[src/rtl/coeffs_loader.sv]
`default_nettype none
// ============================================================================
// Module   : coeffs_loader
// Brief    : Streams NUM_COEFFS coefficient words into a coefficient bank and
//            pulses write_done so the shadow registers can be updated.
// Revision : 1.0 - initial release
// ============================================================================
module coeffs_loader #(
  parameter int NUM_COEFFS = 64,
  parameter int COEFF_W    = 16
) (
  input  logic                      clk,
  input  logic                      rst,
  input  logic                      clk_enable,
  input  logic                      start,
  input  logic                      abort,
  input  logic                      in_valid,
  input  logic signed [COEFF_W-1:0] in_data,
  output logic                      in_ready,
  output logic [5:0]                write_address,
  output logic signed [COEFF_W-1:0] coeffs_out,
  output logic                      write_enable,
  output logic                      write_done,
  output logic                      busy
);

  typedef enum logic [1:0] {
    S_IDLE  = 2'd0,
    S_LOAD  = 2'd1,
    S_FLUSH = 2'd2
  } state_t;

  localparam logic [5:0] C_LAST = 6'(NUM_COEFFS - 1);

  state_t     r_state;
  state_t     w_next;
  logic [5:0] r_count;
  logic       w_xfer;
  logic       w_last;
  logic       w_begin;

  assign in_ready = (r_state == S_LOAD) && clk_enable && !abort;
  assign w_xfer   = in_valid && in_ready;
  assign w_last   = (r_count == C_LAST);
  // abort outranks start even in IDLE
  assign w_begin  = (r_state == S_IDLE) && start && !abort;
  assign busy     = (r_state != S_IDLE);

  always_comb begin
    w_next = r_state;
    case (r_state)
      S_IDLE:  if (w_begin) w_next = S_LOAD;
      S_LOAD: begin
        if (abort)                 w_next = S_IDLE;
        else if (w_xfer && w_last) w_next = S_FLUSH;
      end
      S_FLUSH: w_next = S_IDLE;
      default: w_next = S_IDLE;
    endcase
  end

  always_ff @(posedge clk) begin
    if (rst)             r_state <= S_IDLE;
    else if (clk_enable) r_state <= w_next;
  end

  always_ff @(posedge clk) begin
    if (rst) begin
      r_count       <= '0;
      write_address <= '0;
      coeffs_out    <= '0;
      write_enable  <= 1'b0;
      write_done    <= 1'b0;
    end else if (clk_enable) begin
      write_done <= (r_state == S_FLUSH) && !abort;
      if (w_xfer) begin
        coeffs_out    <= in_data;
        write_address <= r_count;
        write_enable  <= 1'b1;
        // counter saturates on the last word so it never passes NUM_COEFFS-1
        if (!w_last) r_count <= r_count + 6'd1;
      end else begin
        write_enable <= 1'b0;
      end
      if (w_begin) r_count <= '0;
    end
  end

endmodule
`default_nettype wire

[config.mk]
export PLATFORM = sky130hd
export DESIGN_NAME = coeffs_loader
export DESIGN_NICKNAME = d
export VERILOG_FILES = /design/src/rtl/coeffs_loader.sv
export SDC_FILE = /design/constraint.sdc
export NUM_CORES = 1
export LEC_CHECK = 0
export ABC_AREA = 1
export BUFFER_PORTS_ARGS = -buffer_cell sky130_fd_sc_hd__buf_2
export CORE_MARGIN = 5
export CORE_UTILIZATION = 53
export CTS_CLUSTER_SIZE = 24
export DETAILED_ROUTE_END_ITERATION = 6
export PLACE_DENSITY = 0.83
export SYNTH_ARGS = -nofsm -noshare
export SYNTH_HDL_FRONTEND = slang
export SYNTH_SLANG_ARGS = --single-unit
[constraint.sdc]
create_clock -name clk -period 3.7 [get_ports clk]
set_clock_uncertainty 0.15 [all_clocks]
set_input_delay 0 -clock clk [delete_from_list [all_inputs] [get_ports clk]]
set_output_delay 0 -clock clk [all_outputs]
set_load 0.01 [all_outputs]
# Word-level counts from Yosys, hierarchy flattened
# Index checks and enable logic that the tools add are counted.
# W data, S select, Z words.
# totals
register_bits	32
out_inout_bits	26
word_cells	35
# op_classes
n_reduce_logical	14
eq_ne	6
add_sub_neg	1
mux	8
# op_table
operator	count
$mux W6	3
$logic_and A1 B1 Y1	7
$add A6 B1 Y6 const B	1
$eq A6 B6 Y1 const B	1
$mux W2	3
$reduce_and A3 Y1	2
$pmux W2 S2	1
$reduce_bool A2 Y1	2
$ne A3 B2 Y1 const B	1
$eq A2 B1 Y1 const B	1
$eq A2 B2 Y1 const B	1
$logic_not A2 Y1	1
$ne A2 B1 Y1 const B	1
$ne A2 B2 Y1 const B	1
$reduce_and A2 Y1	1
$logic_not A1 Y1	1
$mux W1	1

# Longest topological paths before layout
# Gate-level depths: netlist of the first run.
# depth
word_depth	8
depth_mapped	9
ltp_nobuf	9

# Worst setup path before layout of the first run
# Ideal clock, no wire load.
# synth_timing
kind	register to register
from	register r_count[0]
to	register r_count[0]
arrival_time_ns	1.123
path_buffers	0
path_stages_with_launch	9
t_required_ns	3.436
period_less_slack_ns	1.387
setup_slack_ns	2.313
cell_sequence	dfxtp_1 -> ha_1 -> nand3_1 -> nor2_2 -> nand2_2 -> nand3_4 -> nand2_1 -> nand2_1 -> nor2_1
# synth_via
elab_chain_cells	4
elab_cells_between_ends	7
cone_classes	1 x add/sub; 2 x eq/ne; 3 x mux; 1 x reduce/logical
# synth_lines
element	line	rtl
from (decl)	37	logic [5:0] r_count;
from (signal assigned)	81	if (!w_last) r_count <= r_count + 6'd1;
$add A6 B1 Y6	81	
$mux W6	81	
$mux W6	76	if (w_xfer) begin
$mux W6	85	if (w_begin) r_count <= '0;
# Parallel ways exist; a longest one is shown, timed or not. The select of a mux whose other input is x is not followed.
# A chain may end at the register's enable or synchronous reset.

# Worst setup path after layout of the first run
# layout_timing
from	register r_state[0]
to	register coeffs_out[8]
# layout_via
elab_chain_cells	5
# layout_lines
element	line	rtl
from (decl)	35	state_t r_state;
from (signal assigned)	64	else if (clk_enable) r_state <= w_next;
$eq A2 B1 Y1	42	assign in_ready = (r_state == S_LOAD) && clk_enable && !abort;
$logic_and A1 B1 Y1 (2 in series)	42	
$logic_and A1 B1 Y1	43	assign w_xfer = in_valid && in_ready;
$reduce_and A2 Y1 (no line)	n/a	
to (signal assigned)	77	coeffs_out <= in_data;
to (decl)	21	output logic signed [COEFF_W-1:0] coeffs_out,
# No other way between the ends.

==> results of run 1 <==
cell usage in the layout, fill, tap and decap left out:
master,synthesis,routed
dlygate4sd3_1,0,52
nand2_1,50,50
buf_2,2,47
dfxtp_1,32,32
a21oi_1,29,29
nand3_1,27,27
inv_1,15,15
nor2_1,13,13
nand4_1,5,5
clkbuf_4,0,5
nor2_4,3,3
inv_2,3,3
nand3_4,3,3
nand2_2,2,2
o21ai_0,2,2
nor2_2,1,1
nand2_4,1,1
ha_1,1,1
clkbuf_8,0,1
clkinvlp_4,0,1
clkbuf_1,5,1
cells by family (layout without fill, tap and decap cells):
kind of cell | Yosys count | after routing | synth area share
compound gates | 31 | 31 | 0.107
flops | 32 | 32 | 0.442
fa+ha+maj | 1 | 1 | 0.00863
buf+inv | 28 | 125 | 0.0846
simple gates | 105 | 105 | 0.358
power by group through the flow:
stage               clock network, mW  logic, mW  registers, mW
floorplan                           0     0.0427          0.362
global placement                    0     0.0635          0.362
detailed placement                  0     0.0646          0.362
CTS                             0.217     0.0860          0.354
global route                    0.240     0.0997          0.355
finish                          0.221     0.0913          0.355
synth_stat cells, drive strengths merged:
master and instances:
buf 5, nor2 17, ha 1, nand2 53, nand4 5, inv 18
clkbuf 5, a21oi 29, dfxtp 32, nand3 30, o21ai 2
layer usage:
metal | track usage | vias to the layer above | routed length (um)
met5 | 0 | - | 0
met1 | 0.267 | 802 | 1720
met4 | 0.188 | 0 | 378
li1 | - | 835 | -
met2 | 0.516 | 104 | 2830
met3 | 0.106 | 41 | 404
metrics by stage:
| step | instance area, sq um | util | hold WS [ns] | setup WS [ns] | power [mW] |
|---|---|---|---|---|---|
| 6_report | 2250 | 0.838 | 0.320 | 0.781 | 0.667 |
| 5_1_grt | 2250 | 0.838 | 0.336 | 0.700 | 0.695 |
| 4_1_cts | 2250 | 0.838 | 0.318 | 1.14 | 0.656 |
| 3_5_place_dp | 1670 | 0.621 | 0.130 | 2.02 | 0.426 |
| 3_3_place_gp | 1670 | 0.621 | 0.129 | 2.08 | 0.425 |
| 2_1_floorplan | 1450 | - | 0.0144 | 2.31 | 0.405 |
cell type report:
type / instances / area [sq um]
multi-input combinational: 137 / 687
inverter: 18 / 67.6
clock inverter: 1 / 7.51
tap: 31 / 38.8
timing repair buffer: 99 / 756
fill: 156 / 434
sequential: 32 / 641
clock buffer: 7 / 55.1
sequential cells by signal (all words and copies together), names as in the netlist:
register	flops
write_enable	1
write_address	6
r_state	2
r_count	6
write_done	1
coeffs_out	16
timing repair:
item | 4_1_cts | 5_1_grt
endpoints found under the hold margin | 32 | 0
buffers inserted | 0 | 0
hold buffers | 52 | 0
critical path: stages, from the launching register on:
cell and delay [ns]:
dfxtp_1 0.42, nand2_2 0.12, nor2_4 0.47, nand3_1 0.18
dlygate4sd3_1 0.62, a21oi_1 0.24, dlygate4sd3_1 0.65
worst max path at each step:
| stage | from | end | slack, ns | depth (start not counted) |
|---|---|---|---|---|
| after CTS | r_state[0]$_SDFFE_PP0P_ | coeffs_out[11]$_SDFFE_PP0P_ | 1.14 | 6 |
| after detailed placement | r_state[0]$_SDFFE_PP0P_ | r_state[0]$_SDFFE_PP0P_ | 2.02 | 8 |
| after global routing | r_state[1]$_SDFFE_PP0P_ | coeffs_out[8]$_SDFFE_PP0P_ | 0.70 | 7 |
| after floorplan | r_count[0]$_SDFFE_PP0P_ | r_count[0]$_SDFFE_PP0P_ | 2.31 | 8 |
| final | r_state[0]$_SDFFE_PP0P_ | coeffs_out[8]$_SDFFE_PP0P_ | 0.78 | 6 |
| after global placement | r_state[1]$_SDFFE_PP0P_ | r_state[0]$_SDFFE_PP0P_ | 2.08 | 8 |
==> flow_summary.toml, run 1 <==
[status]
status = "finished, final reports clean"

[yosys]
synth.area.top_cells = "dfxtp_1 44%, nand2_1 13%, a21oi_1 10%"
ys_seq_area_frac = 0.442
syn_inst = 197
yosys.area.top_type = "dfxtp_1"
syn_nets = 220
ys_ff_latch = 32
yosysUniqueCellTypes = 19
ys_warn_count = 0
netlist.area_leader.share = 0.442
syn_area_sq_um = 1450
syn_avg_cell_area_sq_um = 7.36

[global_route]
grt.total_usage = 0.287
grt_max_degree = 27
grt_pass1_vias = 1851
grt_pass1_wl_mm = 8.78
antenna_found_initial = 0
grt_remaining_overflow = 0

[hold_path]
worstHoldStart = "write_address[4]$_SDFFE_PP0P_"
hp-class = "flop to flop"
whs_endpoint = "write_address[4]$_SDFFE_PP0P_"
whs_path_depth = 2

[sta]
slew-limit-headroom = 0.636
rsz0062_at_grt = "false"
clock.fmax_mhz = 343
tns_ns = 0
setup_viol = 0
min_period_ns = 2.92
period_share = 0.789
maxSlewViolCount = 0
hold_viol_final = 0
tightest_slew_ns = 0.545

[die]
io_pins = 48
die_w_um = 62.3
start_util = 0.540
die-area_sq_um = 3880
rows = 19
core_sq_um = 2690
die_h_um = 62.3

[detailed_routing]
wl_per_cell_um = 16.4
ant_nets = 0
drt_iter0_markers = 82
drt_wl_total_mm = 5.33
routed_via_density = 5.48
drtPass1Iterations = 4
drc_errors = 0
dr_total_vias = 1782

[place]
portBuffers = 47
gp_congestion = 0.869
dp_cells = 265
dpl.hpwl_mm = 2.29

[setup_path]
crit_type = "flop to flop"
reg2reg_from = "r_state[0]$_SDFFE_PP0P_"
critPathMaxFanout = 24
reg2reg_setup_slack_ns = 0.78
reg2reg_depth = 6
r2r-end = "coeffs_out[8]$_SDFFE_PP0P_"
critPathLaunchType = "flop"
endpoint_kind = "flop"
crit_arrival_ns = 3.06
crit_required_ns = 3.84

[cts]
cts_buffers = 5
cts_tree = "yes"
cts-resized-gates = 0
cts_buffer_depth = 2
clkTransAtPathRegs_ns = 0.12
clk_latency_ns = 0.34
cts_sinks = 32
cts-root-buf = "clkbuf_4"
htreeDepth = 2

[pwr]
ir_drop_mv = 0.346
p_leak_nw = 1.01
combPwrFrac = 0.137
internal_power_mw = 0.484
clockPowerShare = 0.332
pwr_density_cell_nw_per_um2 = 296
netSwitchingFraction = 0.275
power_switching_mw = 0.184
seqPwrFrac = 0.532

[final_layout]
layout.cells.non_filler = 325
nets = 316
final_layout_size_suffix_gt1_frac = 0.228
diodes = 0
areaGrowthSynthToFinish_pct = 55.3

[flow_run]
maxCapViolCount = 0
Note: power is estimated with default switching activity, not from simulation.
==> inputs of run 2 (changes only) <==
- ABC_AREA: 1 -> 0
- CORE_UTILIZATION: 53 -> 43
- PLACE_DENSITY: 0.83 -> 0.74
- clock period: 3.7 -> 2.44 ns (I/O delays scaled with it)
==> run 2 against run 1 <==
  * Sequential cell count stayed put
  * Die area is 11% higher
  * Count of clock-buffer cells in the layout is 1 lower
  * Sequential power is 49% higher
  * Highest routed layer unchanged
  * Non-clock buffer count is 29 lower
  * Fmax is 42% higher
  * Utilization is 23 points lower
  * Setup slack worse by 0.40 ns
  * Global-route usage is 13 points lower
  * Synthesized cell count is 17% lower
  * Via count is 27% lower
==> flow_summary.toml, run 2 <==
[cts]
cts_tree = "yes"
cts_sinks = 32
cts_buffers = 5
clk_latency_ns = 0.32
htreeDepth = 2
cts-root-buf = "clkbuf_4"
clkTransAtPathRegs_ns = 0.08
cts-resized-gates = 0
cts_buffer_depth = 2

[hold_path]
hp-class = "primary input to flop"
worstHoldStart = "rst"
whs_endpoint = "write_done$_SDFFE_PP0P_"
whs_path_depth = 2

[sta]
clock.fmax_mhz = 485
slew-limit-headroom = 0.601
hold_viol_final = 0
min_period_ns = 2.06
tightest_slew_ns = 0.599
period_share = 0.844
tns_ns = 0
setup_viol = 0
maxSlewViolCount = 0
rsz0062_at_grt = "false"

[yosys]
ys_ff_latch = 32
async_flop_share = 0
syn_inst = 163
synthMostInstantiatedCell = "nand2_1"
ys_warn_count = 0
yosys.area.top_type = "dfxtp_1"
yosysUniqueCellTypes = 36
ys_seq_area_frac = 0.482
syn_nets = 186
synth_commonest_cells = "50 x nand2_1, 32 x dfxtp_1, 25 x a21oi_1"
synth_edf_count = 0
synth.area.top_cells = "dfxtp_1 48%, nand2_1 14%, a21oi_1 9.4%"
netlist.area_leader.share = 0.482
syn_avg_cell_area_sq_um = 8.16
synth-main-ff-cell = "dfxtp_1"
syn_area_sq_um = 1330

[final_layout]
layout.cells.non_filler = 263
nets = 253
areaGrowthSynthToFinish_pct = 37.4
final_common_cell = "nand2_1"
final_layout_size_suffix_gt1_frac = 0.252
largest_register_ffs = 16
regMostFlops = "coeffs_out"
diodes = 0
largestRegisters = "coeffs_out (16), r_count (6), write_address (6)"
layout_common_cells = "50 x nand2_1, 47 x buf_2, 32 x dfxtp_1"

[setup_path]
cpPeakStageDelay_ns = 0.58
r2r-end = "r_state[1]$_SDFFE_PP0P_"
crit_path_start = "r_state[0]$_SDFFE_PP0P_"
crit_arrival_ns = 2.16
path_delay_family = "buffers and inverters"
reg2reg_depth = 4
crit_type = "flop to flop"
reg2reg_setup_slack_ns = 0.38
reg2reg_from = "r_state[0]$_SDFFE_PP0P_"
critPathMaxFanout = 8
endpoint_kind = "flop"
critPathLaunchType = "flop"
worst-path-buf-inv = 1
crit_required_ns = 2.54
critPathSlowestCell = "dlygate4sd3_1"
path_cells = "and4bb_1 > nand4_1 > a221oi_1 > dlygate4sd3_1"

[pwr]
ir_drop_mv = 0.357
p_leak_nw = 0.773
pwr_density_cell_nw_per_um2 = 478

[die]
io_pins = 48
rows = 20
start_util = 0.443
die_h_um = 65.6
die-area_sq_um = 4310
core_sq_um = 3000
die_w_um = 65.6

[global_route]
grt_max_degree = 35
grt_pass1_vias = 1208
grt_pass1_wl_mm = 5.12
antenna_found_initial = 0
grt.total_usage = 0.155
grt_remaining_overflow = 0

[status]
status = "finished, final reports clean"

[detailed_routing]
wl_per_cell_um = 12.1
ant_nets = 0
drtPass1Iterations = 4
dr_total_vias = 1307
drc_errors = 0
drt_wl_total_mm = 3.17
drt_iter0_markers = 84
routed_via_density = 4.97

[place]
dpl.hpwl_mm = 2.04
portBuffers = 47
gp_congestion = 0.859
dp_cells = 236

[flow_run]
maxCapViolCount = 0
run 2: cell types whose count changed in the layout (fill, tap and decap cells not counted), sizes merged, moves of 4 or more:
cell	change
nand3	-25
nand4	-4
dlygate4sd3	-32
a21oi	-4
nand2b	+4
nor2	-14
inv	-16
run 2: through the flow:
step | instance area [sq um] | worst slack, ns | total power, mW | util | hold slack [ns]
after CTS | 1830 | 0.384 | 0.887 | 0.609 | 0.0147
after global placement | 1580 | 0.651 | 0.594 | 0.527 | 0.0940
after detailed placement | 1580 | 0.624 | 0.595 | 0.527 | 0.0984
final | 1830 | 0.380 | 0.873 | 0.609 | 0.0282
after global routing | 1830 | 0.244 | 0.922 | 0.609 | 0.0601
after floorplan | 1330 | 0.792 | 0.568 | - | -0.0140
run 2: routing by layer:
metal / GRT usage / share of wire / up-vias / wire [um]
met1: 0.173 / 0.43 / 584 / 1380
met5: 0 / 0 / - / 0
met2: 0.269 / 0.50 / 34 / 1590
met3: 0.0410 / 0.047 / 4 / 150
li1: - / - / 685 / -
met4: 0.0803 / 0.016 / 0 / 50
run 2: timing repair:
item / CTS / global route
hold buffers: 20 / 0
endpoints found under the hold margin: 24 / 0
buffers inserted: 0 / 0
run 2: power by group:
group,internal [mW],switching [mW],total (mW)
sequential,0.525,0.00279,0.528
combinational,0.0443,0.0338,0.0781
clock,0.106,0.161,0.267
run 2: final cells by class:
type	instances	area (sq um)
Fill cell	286	1170
Clock inverter	1	5.00
Clock buffer	6	41.3
Tap cell	33	41.3
Timing Repair Buffer	70	458
Inverter	2	7.51
Multi-Input combinational cell	119	634
Sequential cell	32	641
run 2: worst reg2reg max path, stage by stage (launching register included):
cell and delay (ns):
dfxtp_1 0.43, and4bb_1 0.38, nand4_1 0.16, a221oi_1 0.30, dlygate4sd3_1 0.58
run 2: cells by family after synthesis:
| logic type | Yosys count | share of synthesized area |
|---|---|---|
| xor+xnor | 1 | 0.00659 |
| flops | 32 | 0.482 |
| buf+inv | 12 | 0.0414 |
| simple gates | 80 | 0.287 |
| mux | 2 | 0.0151 |
| fa+ha+maj | 1 | 0.00941 |
| compound gates | 35 | 0.159 |
run 2: worst max-delay path by stage:
| stage | slack [ns] | end | cells after the start |
|---|---|---|---|
| floorplan | 0.79 | r_count[3]$_SDFFE_PP0P_ | 5 |
| global placement | 0.65 | r_count[5]$_SDFFE_PP0P_ | 5 |
| detailed placement | 0.62 | r_count[3]$_SDFFE_PP0P_ | 4 |
| CTS | 0.38 | r_state[1]$_SDFFE_PP0P_ | 4 |
| global route | 0.24 | r_state[1]$_SDFFE_PP0P_ | 4 |
| finish | 0.38 | r_state[1]$_SDFFE_PP0P_ | 4 |
